**config.mk**
```make
export PLATFORM = sky130hd
export DESIGN_NAME = control_unit
export DESIGN_NICKNAME = d
export VERILOG_FILES = /design/src/rtl/control_unit.sv
export SDC_FILE = /design/constraint.sdc
export NUM_CORES = 1
export LEC_CHECK = 0
export CAP_MARGIN = 20
export CORE_MARGIN = 3
export CORE_UTILIZATION = 28
export DETAILED_ROUTE_END_ITERATION = 10
export GPL_ROUTABILITY_DRIVEN = 1
export GPL_TIMING_DRIVEN = 0
export PLACE_DENSITY = 0.88
export SLEW_MARGIN = 20
export SYNTH_ARGS = -nofsm -noshare
export SYNTH_HDL_FRONTEND = slang
export SYNTH_SLANG_ARGS = --single-unit
```
**constraint.sdc**
```tcl
create_clock -name clock -period 1.9 [get_ports clock]
set_clock_uncertainty 0.2 [all_clocks]
set_input_delay 0.19 -clock clock [delete_from_list [all_inputs] [get_ports clock]]
set_output_delay 0.19 -clock clock [all_outputs]
set_load 0.01 [all_outputs]
```
**src/rtl/control_unit.sv**
```systemverilog
// Hard-wired Moore sequencer for the single-bus datapath: fetch T0-T2, then
// per-opcode execute steps; every output is decoded from the step and the opcode.
module control_unit #(
  parameter int OP_HI = 31
) (
  input  logic        clock,
  input  logic        clr,
  input  logic [31:0] ir,
  input  logic        con_ff,
  output logic [31:0] enc_sel,
  output logic [31:0] reg_en,
  output logic [5:0]  alu_sel,
  output logic        read,
  output logic        write,
  output logic        inc_pc,
  output logic        gra,
  output logic        grb,
  output logic        grc,
  output logic        rin,
  output logic        rout,
  output logic        ba_out,
  output logic        con_in,
  output logic        outport_en,
  output logic        run,
  output logic        illegal,
  output logic [2:0]  step
);
  localparam logic [4:0] OP_LD   = 5'b00000, OP_LDI = 5'b00001, OP_ST   = 5'b00010;
  localparam logic [4:0] OP_ADD  = 5'b00011, OP_SUB = 5'b00100, OP_AND  = 5'b00101;
  localparam logic [4:0] OP_OR   = 5'b00110, OP_ADDI = 5'b01100, OP_ANDI = 5'b01101;
  localparam logic [4:0] OP_ORI  = 5'b01110, OP_BR  = 5'b10010, OP_JR   = 5'b10100;
  localparam logic [4:0] OP_IN   = 5'b10110, OP_OUT = 5'b10111, OP_NOP  = 5'b11010;
  localparam logic [4:0] OP_HALT = 5'b11011;

  typedef enum logic [3:0] {
    S_RST, S_T0, S_T1, S_T2, S_T3, S_T4, S_T5, S_T6, S_T7, S_HALT
  } state_t;

  state_t     state;
  logic [4:0] opc;
  logic       is_alu, is_imm, is_ldi, is_ld, is_st, is_addr, is_br;
  logic       is_jr, is_in, is_out, is_nop, is_halt, is_short;
  logic       unused_ir;

  assign opc       = ir[OP_HI -: 5];
  assign unused_ir = ^ir;
  assign is_alu    = opc inside {OP_ADD, OP_SUB, OP_AND, OP_OR};
  assign is_imm    = opc inside {OP_ADDI, OP_ANDI, OP_ORI};
  assign is_ldi    = (opc == OP_LDI);
  assign is_ld     = (opc == OP_LD);
  assign is_st     = (opc == OP_ST);
  assign is_addr   = is_ldi | is_ld | is_st;
  assign is_br     = (opc == OP_BR);
  assign is_jr     = (opc == OP_JR);
  assign is_in     = (opc == OP_IN);
  assign is_out    = (opc == OP_OUT);
  assign is_nop    = (opc == OP_NOP);
  assign is_halt   = (opc == OP_HALT);
  // jr/in/out/nop and undefined opcodes all finish in T3
  assign is_short  = !(is_alu | is_imm | is_addr | is_br | is_halt);

  always_ff @(posedge clock or negedge clr) begin
    if (!clr) state <= S_RST;
    else begin
      case (state)
        S_RST:  state <= S_T0;
        S_T0:   state <= S_T1;
        S_T1:   state <= S_T2;
        S_T2:   state <= S_T3;
        S_T3:   state <= is_halt ? S_HALT : (is_short ? S_T0 : S_T4);
        S_T4:   state <= S_T5;
        S_T5:   state <= (is_ld | is_st | is_br) ? S_T6 : S_T0;
        S_T6:   state <= is_br ? S_T0 : S_T7;
        S_T7:   state <= S_T0;
        S_HALT: state <= S_HALT;
        default: state <= S_RST;
      endcase
    end
  end

  always_comb begin
    enc_sel = '0; reg_en = '0; alu_sel = '0;
    read = 1'b0; write = 1'b0; inc_pc = 1'b0;
    gra = 1'b0; grb = 1'b0; grc = 1'b0; rin = 1'b0; rout = 1'b0; ba_out = 1'b0;
    con_in = 1'b0; outport_en = 1'b0; illegal = 1'b0;
    run  = (state != S_HALT);
    step = 3'd0;
    case (state)
      S_T0: begin step = 3'd0; enc_sel[20] = 1'b1; reg_en[23] = 1'b1; inc_pc = 1'b1; end
      S_T1: begin step = 3'd1; read = 1'b1; reg_en[22] = 1'b1; end
      S_T2: begin step = 3'd2; enc_sel[22] = 1'b1; reg_en[21] = 1'b1; end
      S_T3: begin
        step = 3'd3;
        if (is_alu | is_imm)  begin grb = 1'b1; rout = 1'b1; reg_en[24] = 1'b1; end
        else if (is_addr)     begin grb = 1'b1; ba_out = 1'b1; reg_en[24] = 1'b1; end
        else if (is_br)       begin gra = 1'b1; rout = 1'b1; con_in = 1'b1; end
        else if (is_jr)       begin gra = 1'b1; rout = 1'b1; reg_en[20] = 1'b1; end
        else if (is_in)       begin enc_sel[26] = 1'b1; gra = 1'b1; rin = 1'b1; end
        else if (is_out)      begin gra = 1'b1; rout = 1'b1; outport_en = 1'b1; end
        else if (!is_nop && !is_halt) illegal = 1'b1;
      end
      S_T4: begin
        step = 3'd4;
        if (is_alu | is_imm) begin
          alu_sel = {1'b0, opc}; reg_en[19] = 1'b1;
          if (is_imm) enc_sel[25] = 1'b1;
          else begin grc = 1'b1; rout = 1'b1; end
        end else if (is_addr) begin
          enc_sel[25] = 1'b1; alu_sel = 6'd3; reg_en[19] = 1'b1;
        end else if (is_br) begin
          enc_sel[20] = 1'b1; reg_en[24] = 1'b1;
        end
      end
      S_T5: begin
        step = 3'd5;
        if (is_alu | is_imm | is_ldi) begin enc_sel[19] = 1'b1; gra = 1'b1; rin = 1'b1; end
        else if (is_ld | is_st)       begin enc_sel[19] = 1'b1; reg_en[23] = 1'b1; end
        else if (is_br) begin enc_sel[25] = 1'b1; alu_sel = 6'd3; reg_en[19] = 1'b1; end
      end
      S_T6: begin
        step = 3'd6;
        if (is_ld)                begin read = 1'b1; reg_en[22] = 1'b1; end
        else if (is_st)           begin gra = 1'b1; rout = 1'b1; reg_en[22] = 1'b1; end
        else if (is_br && con_ff) begin enc_sel[19] = 1'b1; reg_en[20] = 1'b1; end
      end
      S_T7: begin
        step = 3'd7;
        if (is_ld)      begin enc_sel[22] = 1'b1; gra = 1'b1; rin = 1'b1; end
        else if (is_st) write = 1'b1;
      end
      default: ;
    endcase
  end

  a_enc_onehot: assert property (@(posedge clock) disable iff (!clr) $onehot0(enc_sel));
  a_rd_wr_excl: assert property (@(posedge clock) disable iff (!clr) !(read && write));
endmodule
```
**Yosys cells after proc, flatten, opt, wreduce, memory -nomap -nowiden**

Cells that the tools add are included.

- Bits in registers: 4
- Input port bits: 35
- Output and inout bits: 86
- Word-level logic and storage cells: 133

- Equal/unequal tests: 25
- Muxes and demuxes: 89
- Bitwise logic cells: 9
- Reduce and logical (&&, ||, !) cells: 9

Operator list:

| kind | number |
|---|---|
| 2-to-1 mux 1 bit | 64 |
| one-hot mux 4 bit (9 select lines) | 1 |
| equality test 5 bit (second input constant) | 6 |
| one-hot mux 3 bit (7 select lines) | 1 |
| one-hot mux 1 bit (2 select lines) | 10 |
| equality test 4 x 3 -> 1 bit (second input constant) | 4 |
| equality test 5 x 3 -> 1 bit (second input constant) | 3 |
| equality test 5 x 4 -> 1 bit (second input constant) | 3 |
| equality test 5 x 2 -> 1 bit (second input constant) | 2 |
| one-hot mux 5 bit (2 select lines) | 1 |
| OR 1 bit | 9 |
| equality test 4 x 2 -> 1 bit (second input constant) | 2 |
| equality test 4 bit (second input constant) | 2 |
| 2-to-1 mux 2 bit | 4 |
| 2-to-1 mux 4 bit | 2 |
| 2-to-1 mux 3 bit | 2 |
| one-hot mux 1 bit (3 select lines) | 2 |
| equality test 5 x 1 -> 1 bit (second input constant) | 1 |
| zero test 5 bit | 1 |
| 2-to-1 mux 5 bit | 1 |
| equality test 4 x 1 -> 1 bit (second input constant) | 1 |
| zero test 4 bit | 1 |
| != test 4 bit (second input constant) | 1 |
| one-hot mux 1 bit (4 select lines) | 1 |
| 5 further kinds | 7 |

**Logic depth before layout (Yosys ltp)**

Gate-level depths: netlist of run 1.

- Depth after elaboration: 11
- Depth in mapped cells: 6
- Gate-level depth less buffers: 4

**Worst setup path before layout of run 1**

OpenSTA, ideal clock, no wires.

- Path kind: flip-flop to output port
- From: reg state[0]
- To: out reg_en[20]
- Arrival: 1.579 ns
- Data required time: 1.510 ns
- Slack: -0.069 ns
- Stages on the path, launching flop included: 7
- Buffers on the path: 2
- Path through: dfrtp_1 > buf_6 > or4b_4 > buf_6 > nor3_4 > nand2_2 > o31ai_2

- Word-level cells in the longest chain between the ends: 2
- Elaborated cells between the ends (all ways): 3
- Those cells by class: 2 x eq/ne; 1 x mux

RTL lines:

| item | RTL line | RTL |
|---|---|---|
| start: declaration | 39 | `state_t state;` |
| start signal: assignment | 70 | `S_T3: state <= is_halt ? S_HALT : (is_short ? S_T0 : S_T4);` |
| start signal: assignment | 72 | `S_T5: state <= (is_ld \| is_st \| is_br) ? S_T6 : S_T0;` |
| start signal: assignment | 73 | `S_T6: state <= is_br ? S_T0 : S_T7;` |
| equality test 4 x 3 -> 1 bit | 88 | `case (state)` |
| one-hot mux 1 bit (2 select lines) * | 88 |  |
| end: declaration | 11 | `output logic [31:0] reg_en,` |

Mark *: on every way between the ends. The rest lies on a longest branch, timed or not.

**Final worst setup path of run 1**

Same ends and word-level chain as after synthesis.

==> impl_metrics.env, run 1 <==
export IMPL_drt_iter0_drc=64
export IMPL_ioPinCount=121
export IMPL_cpLargestDelayFamily="simple AND/OR/NAND/NOR gates"
export IMPL_synth_compound_area_frac=0.181
export IMPL_slowest_stage="or4b_4"
export IMPL_die_area_um2=5580
export IMPL_drtAntennaViolNets=0
export IMPL_wl_per_cell_um=13.5
export IMPL_crit_required_ns=1.51
export IMPL_gr_total_overflow=0
export IMPL_power_leakage_nw=1.25
export IMPL_largest_register="state"
export IMPL_synthMuxAreaShare=0
export IMPL_layout_commonest_cell="buf_4"
export IMPL_ys_seq_area_frac=0.0757
export IMPL_synth_top_family_by_area="buffers and inverters"
export IMPL_grt_max_degree=11
export IMPL_path_clk_slew_ns=0.03
export IMPL_total_power_mw=2.23
export IMPL_cts_tree="done"
export IMPL_synth_adder_area_share=0
export IMPL_vias_per_cell=4.56
export IMPL_syn_inst=197
export IMPL_htreeDepth=1
export IMPL_max_clock_freq_ghz=0.442
export IMPL_worst_slack_ns=-0.361
export IMPL_slowest_delay_ns=0.57
export IMPL_rows=24
export IMPL_synth_flop_cell="dfrtp_1"
export IMPL_largestRegisters="state: 4 flops"
export IMPL_portBuffers=37
export IMPL_ys_ff_latch=4
export IMPL_layout_drive_gt1_share=0.535
export IMPL_dr_pass1_iters=4
export IMPL_fp_coreArea_um2=4440
export IMPL_drc=0
export IMPL_endpoint_kind="output port"
export IMPL_n_antenna_cell=0
export IMPL_fin_tns_setup_ns=-4.41
export IMPL_yosysWarnings=0
export IMPL_nNetsFinal=347
export IMPL_fp_dieW_um=74.7
export IMPL_worst_setup_path_type="flip-flop to output port"
export IMPL_rsz0062_at_grt="yes"
export IMPL_wirelength_um=4890
export IMPL_place_hpwl_um=3130
export IMPL_synth_edff_count=0
export IMPL_root_buffer="clkbuf_8"
export IMPL_vias=1651
export IMPL_synth_xor_area_frac=0.00662
export IMPL_ff_latch_area_um2=103
export IMPL_post_route_period_util=1.19
export IMPL_grt_pass1_wl_um=6770
export IMPL_start_util=0.298
export IMPL_power_density_nw_per_um2=947
export IMPL_worst_path_buf_inv=2
export IMPL_path_cells="buf_6, or4b_4, nor3_4, nand2_2, o31ai_4, buf_2"
export IMPL_finalCoreUtilization=0.530
export IMPL_track_usage=0.153
export IMPL_min_path_type="input pin to flip-flop"
export IMPL_maxCapViolCount=0
export IMPL_cts_buffer_depth=2
export IMPL_min_period_ns=2.26
export IMPL_peakVddDrop_uv=441
export IMPL_synthArstFlopShare=1.00
export IMPL_slew_viol_final=0
export IMPL_hold_viol=0
export IMPL_multi_input_area_um2=1150
export IMPL_cp_arrival_ns=1.87
export IMPL_fp_dieH_um=74.7
export IMPL_final_cell_mix="buf_4, conb_1, buf_2"
export IMPL_postSynthAreaPerCell_um2=6.71
export IMPL_area_delta_synth_final_pct=78.1
export IMPL_antenna_found_initial=0
export IMPL_crit_fanout=4
export IMPL_setup_violations_final=21
export IMPL_cts_sinks=4
export IMPL_synthSimpleGateAreaFrac=0.353
export IMPL_gp_congestion=0.942
export IMPL_worstSkewPairLatency_ns=0.22
export IMPL_fill_cells=410
export IMPL_status="finished with violations"
export IMPL_synth_area_um2=1320
export IMPL_start_kind="flip-flop"
export IMPL_largest_register_ffs=4
export IMPL_synth_cell_type_count=46
export IMPL_violations="setup timing"
export IMPL_first_global_vias=1514
export IMPL_cts_buffers=3
## Yosys cell counts, drive strengths merged (2+ instances only)
| master | count | area [um^2] |
|---|---|---|
| a21oi | 12 | 60.1 |
| a32o | 2 | 20.0 |
| and2 | 4 | 25.0 |
| and3 | 3 | 18.8 |
| and3b | 2 | 17.5 |
| buf | 62 | 459 |
| clkbuf | 5 | 18.8 |
| dfrtp | 4 | 100 |
| inv | 7 | 26.3 |
| nand2 | 13 | 51.3 |
| nand2b | 8 | 50.1 |
| nand3 | 4 | 20.0 |
| nand4 | 5 | 31.3 |
| nand4b | 2 | 17.5 |
| nor2 | 17 | 63.8 |
| nor2b | 7 | 43.8 |
| nor3 | 5 | 36.3 |
| nor4 | 2 | 18.8 |
| o211ai | 2 | 15.0 |
| o21a | 3 | 22.5 |
| o21ai | 10 | 50.1 |
| or2 | 2 | 12.5 |
## cells by family (layout without fill, tap and decap cells)
family | after synthesis | count (layout)
and+or+nand+nor | 80 | 80
DFF | 4 | 4
AOI/OAI and AO/OA | 37 | 37
other | 1 | 55
xor gates and xnor gates | 1 | 1
buffers and inverters | 74 | 133
## layer usage
layer,share of wire,vias up,routed length (um),GRT usage
li1,-,792,-,-
met1,0.38,757,1840,0.178
met2,0.53,91,2570,0.276
met3,0.074,11,360,0.0174
met4,0.025,0,121,0.0731
met5,0,-,0,0
## what timing repair did
item,in CTS,in global routing
pin swaps,12,14
hold buffers,1,0
endpoints found under the setup margin,31,28
buffers inserted,12,7
endpoints found under the hold margin,4,0
resized for setup,177,42
## worst register-to-register path, cell delays in order (launching register included)
cell and delay, ns:
dfrtp_1 0.37, buf_6 0.12, or4b_4 0.57, buf_4 0.18, inv_2 0.06, buf_4 0.09
a32o_1 0.17
## per-stage QoR
stage	hold slack, ns	worst slack (ns)	instances	area [um^2]
floorplan	-0.306	-0.0351	251	1530
global placement	0.198	-0.908	340	1970
detailed placement	0.209	-0.883	340	1970
CTS	0.424	-0.368	355	2200
global route	0.491	-0.430	362	2350
finish	0.469	-0.361	362	2350
## where the power goes
part,switching (mW),internal [mW],leakage (nW)
logic,0.956,0.901,1.18
registers,0.0598,0.130,0.0477
clock network,0.0488,0.135,0.0216
total,1.06,1.17,1.25
## area by class of cell
class                   count  share of cell area
clock buffers               3              0.0175
flip-flops and latches      4              0.0436
plain buffers              66               0.221
inverters                   7              0.0112
well taps                  52              0.0276
repair buffers             57               0.193
multi-input cells         173               0.487
## path summary, 6_finish.rpt
kind	start	endpoint	slack, ns	cells past startpoint
setup / recovery	state[0]	reg_en[20]	-0.36	6
max in group asynchronous	clr	state[1]	0.77	2
setup reg to reg	state[0]	state[3]	0.06	6
hold / removal	ir[27]	state[2]	0.47	5
min in group asynchronous	clr	state[2]	0.53	2
hold reg to reg	state[3]	state[1]	0.56	2
Note: power is estimated with default switching activity, not from simulation.
==> inputs of run 2 (changes only) <==
- GPL_ROUTABILITY_DRIVEN: 1 -> 0
==> impl_metrics.env, run 2 (same netlist as run 1, synthesis figures left out) <==
export IMPL_status="finished with violations"
export IMPL_violations="setup timing"
export IMPL_crit_fanout=5
export IMPL_power_density_nw_per_um2=949
export IMPL_fin_tns_setup_ns=-4.95
export IMPL_min_period_ns=2.30
export IMPL_crit_cells=6
export IMPL_max_clock_freq_ghz=0.434
export IMPL_path_clk_slew_ns=0.04
export IMPL_grt_max_degree=11
export IMPL_die_area_um2=5580
export IMPL_path_common_cell="buf_6"
export IMPL_power_leakage_nw=1.27
export IMPL_drc=0
export IMPL_layout_commonest_cell="buf_4"
export IMPL_cts_buffer_depth=2
export IMPL_net_switching_power_mw=1.06
export IMPL_cp_arrival_ns=1.91
export IMPL_worst_setup_path_type="flip-flop to output port"
export IMPL_finalInstanceArea_um2=2360
export IMPL_wl_per_cell_um=13.8
export IMPL_hold_depth=4
export IMPL_wirelength_um=5040
export IMPL_antenna_found_initial=0
export IMPL_grt_pass1_wl_um=6960
export IMPL_endpoint_kind="output port"
export IMPL_drt_iter0_drc=117
export IMPL_slowest_stage="or4b_4"
export IMPL_worst_r2r_cell_count=6
export IMPL_largest_register="state"
export IMPL_rows=24
export IMPL_layout_drive_gt1_share=0.541
export IMPL_cts_buffers=3
export IMPL_fill_cells=426
export IMPL_place_hpwl_um=3150
export IMPL_vias_per_cell=4.61
export IMPL_worst_path_buf_inv=4
export IMPL_rsz0062_at_grt="yes"
export IMPL_slew_viol_final=0
export IMPL_post_route_period_util=1.21
export IMPL_n_antenna_cell=0
export IMPL_dr_pass1_iters=4
export IMPL_fp_coreArea_um2=4440
export IMPL_setup_violations_final=24
export IMPL_start_kind="flip-flop"
export IMPL_portBuffers=37
export IMPL_fp_dieH_um=74.7
export IMPL_hold_viol=0
export IMPL_p_clk_frac=0.086
export IMPL_area_delta_synth_final_pct=78.1
export IMPL_drtAntennaViolNets=0
export IMPL_largestRegisters="state: 4 flops"
export IMPL_largest_register_ffs=4
export IMPL_gr_total_overflow=0
export IMPL_first_global_vias=1509
export IMPL_comb_power_share=0.825
export IMPL_fin_cells=366
export IMPL_final_cell_mix="buf_4, conb_1, buf_2"
export IMPL_slowest_delay_ns=0.63
export IMPL_track_usage=0.157
export IMPL_dp_cells=340
export IMPL_postPlaceCellArea_um2=1970
export IMPL_peakVddDrop_uv=425
export IMPL_path_cells="or4b_4, buf_4, buf_6, inv_2, and3_4, buf_6"
export IMPL_crit_required_ns=1.51
export IMPL_cpLargestDelayFamily="simple AND/OR/NAND/NOR gates"
export IMPL_p_sw_frac=0.472
export IMPL_vias=1687
export IMPL_pwr_share_seq=0.089
export IMPL_cellInternalPower_mw=1.18
export IMPL_maxCapViolCount=0
export IMPL_start_util=0.298
export IMPL_ioPinCount=121
export IMPL_fp_dieW_um=74.7
export IMPL_htreeDepth=1
export IMPL_worstSkewPairLatency_ns=0.23
export IMPL_nNetsFinal=351
export IMPL_min_path_type="input pin to flip-flop"
export IMPL_cts_tree="done"
export IMPL_root_buffer="clkbuf_8"
export IMPL_worst_slack_ns=-0.403
export IMPL_cts_sinks=4
## run 2: changes by cell type in the layout (fill, tap and decap cells not counted), sizes merged
cell	previous run	this run
dlygate4sd2	3	2
clkbuf	7	10
buf	110	111
dlymetal6s2s	0	1
## run 2: cell type report
class | instances | area [um^2] | area share
Buffer | 66 | 515 | 0.219
Clock buffer | 3 | 41.3 | 0.0175
Inverter | 7 | 26.3 | 0.0112
Multi-Input combinational cell | 173 | 1120 | 0.476
Sequential cell | 4 | 104 | 0.0441
Tap cell | 52 | 65.1 | 0.0276
Timing Repair Buffer | 61 | 483 | 0.205
## run 2: path summary, 6_finish.rpt
| path | end | slack [ns] | start |
|---|---|---|---|
| min in group asynchronous | state[0] | 0.53 | clr |
| max | ba_out | -0.40 | state[1] |
| max reg2reg | state[3] | -0.08 | state[1] |
| min | state[2] | 0.38 | ir[29] |
| min reg2reg | state[1] | 0.53 | state[0] |
| max in group asynchronous | state[2] | 0.75 | clr |
## run 2: through the flow
stage	hold slack (ns)	total power [mW]	utilization	setup slack (ns)
global route	0.385	2.37	0.530	-0.455
floorplan	-0.306	0.973	-	-0.0351
detailed placement	0.217	1.43	0.443	-0.905
global placement	0.198	1.40	0.443	-0.900
finish	0.379	2.23	0.530	-0.403
CTS	0.445	1.84	0.500	-0.364
## run 2: what timing repair did
item,in CTS,in global routing
hold buffers,1,0
gates resized for setup,161,50
pin swaps,9,8
endpoints found under the setup margin,31,30
buffers inserted,12,10
endpoints found under the hold margin,4,0
cloned,0,1
## run 2: power groups by stage
stage                     Clock [mW]  Sequential [mW]  Combinational [mW]
final                          0.193            0.198                1.84
after global routing           0.197            0.201                1.97
after CTS                      0.194            0.191                1.46
after detailed placement           0            0.173                1.26
after global placement             0            0.169                1.23
after floorplan                    0            0.158               0.815
## run 2: tightest hold or removal path: cells and delay by family
family,cells,cell delay (ns)
compound gates,2,0.31
buf+inv,1,0.16
simple gates,1,0.09
## run 2: metal layers
| layer | GRT usage | routed length [um] | share of wire | vias up |
|---|---|---|---|---|
| met2 | 0.280 | 2580 | 0.51 | 119 |
| met3 | 0.0200 | 460 | 0.091 | 17 |
| met4 | 0.0692 | 159 | 0.032 | 0 |
| met5 | 0 | 0 | 0 | - |
| li1 | - | - | - | 798 |
| met1 | 0.188 | 1840 | 0.36 | 753 |
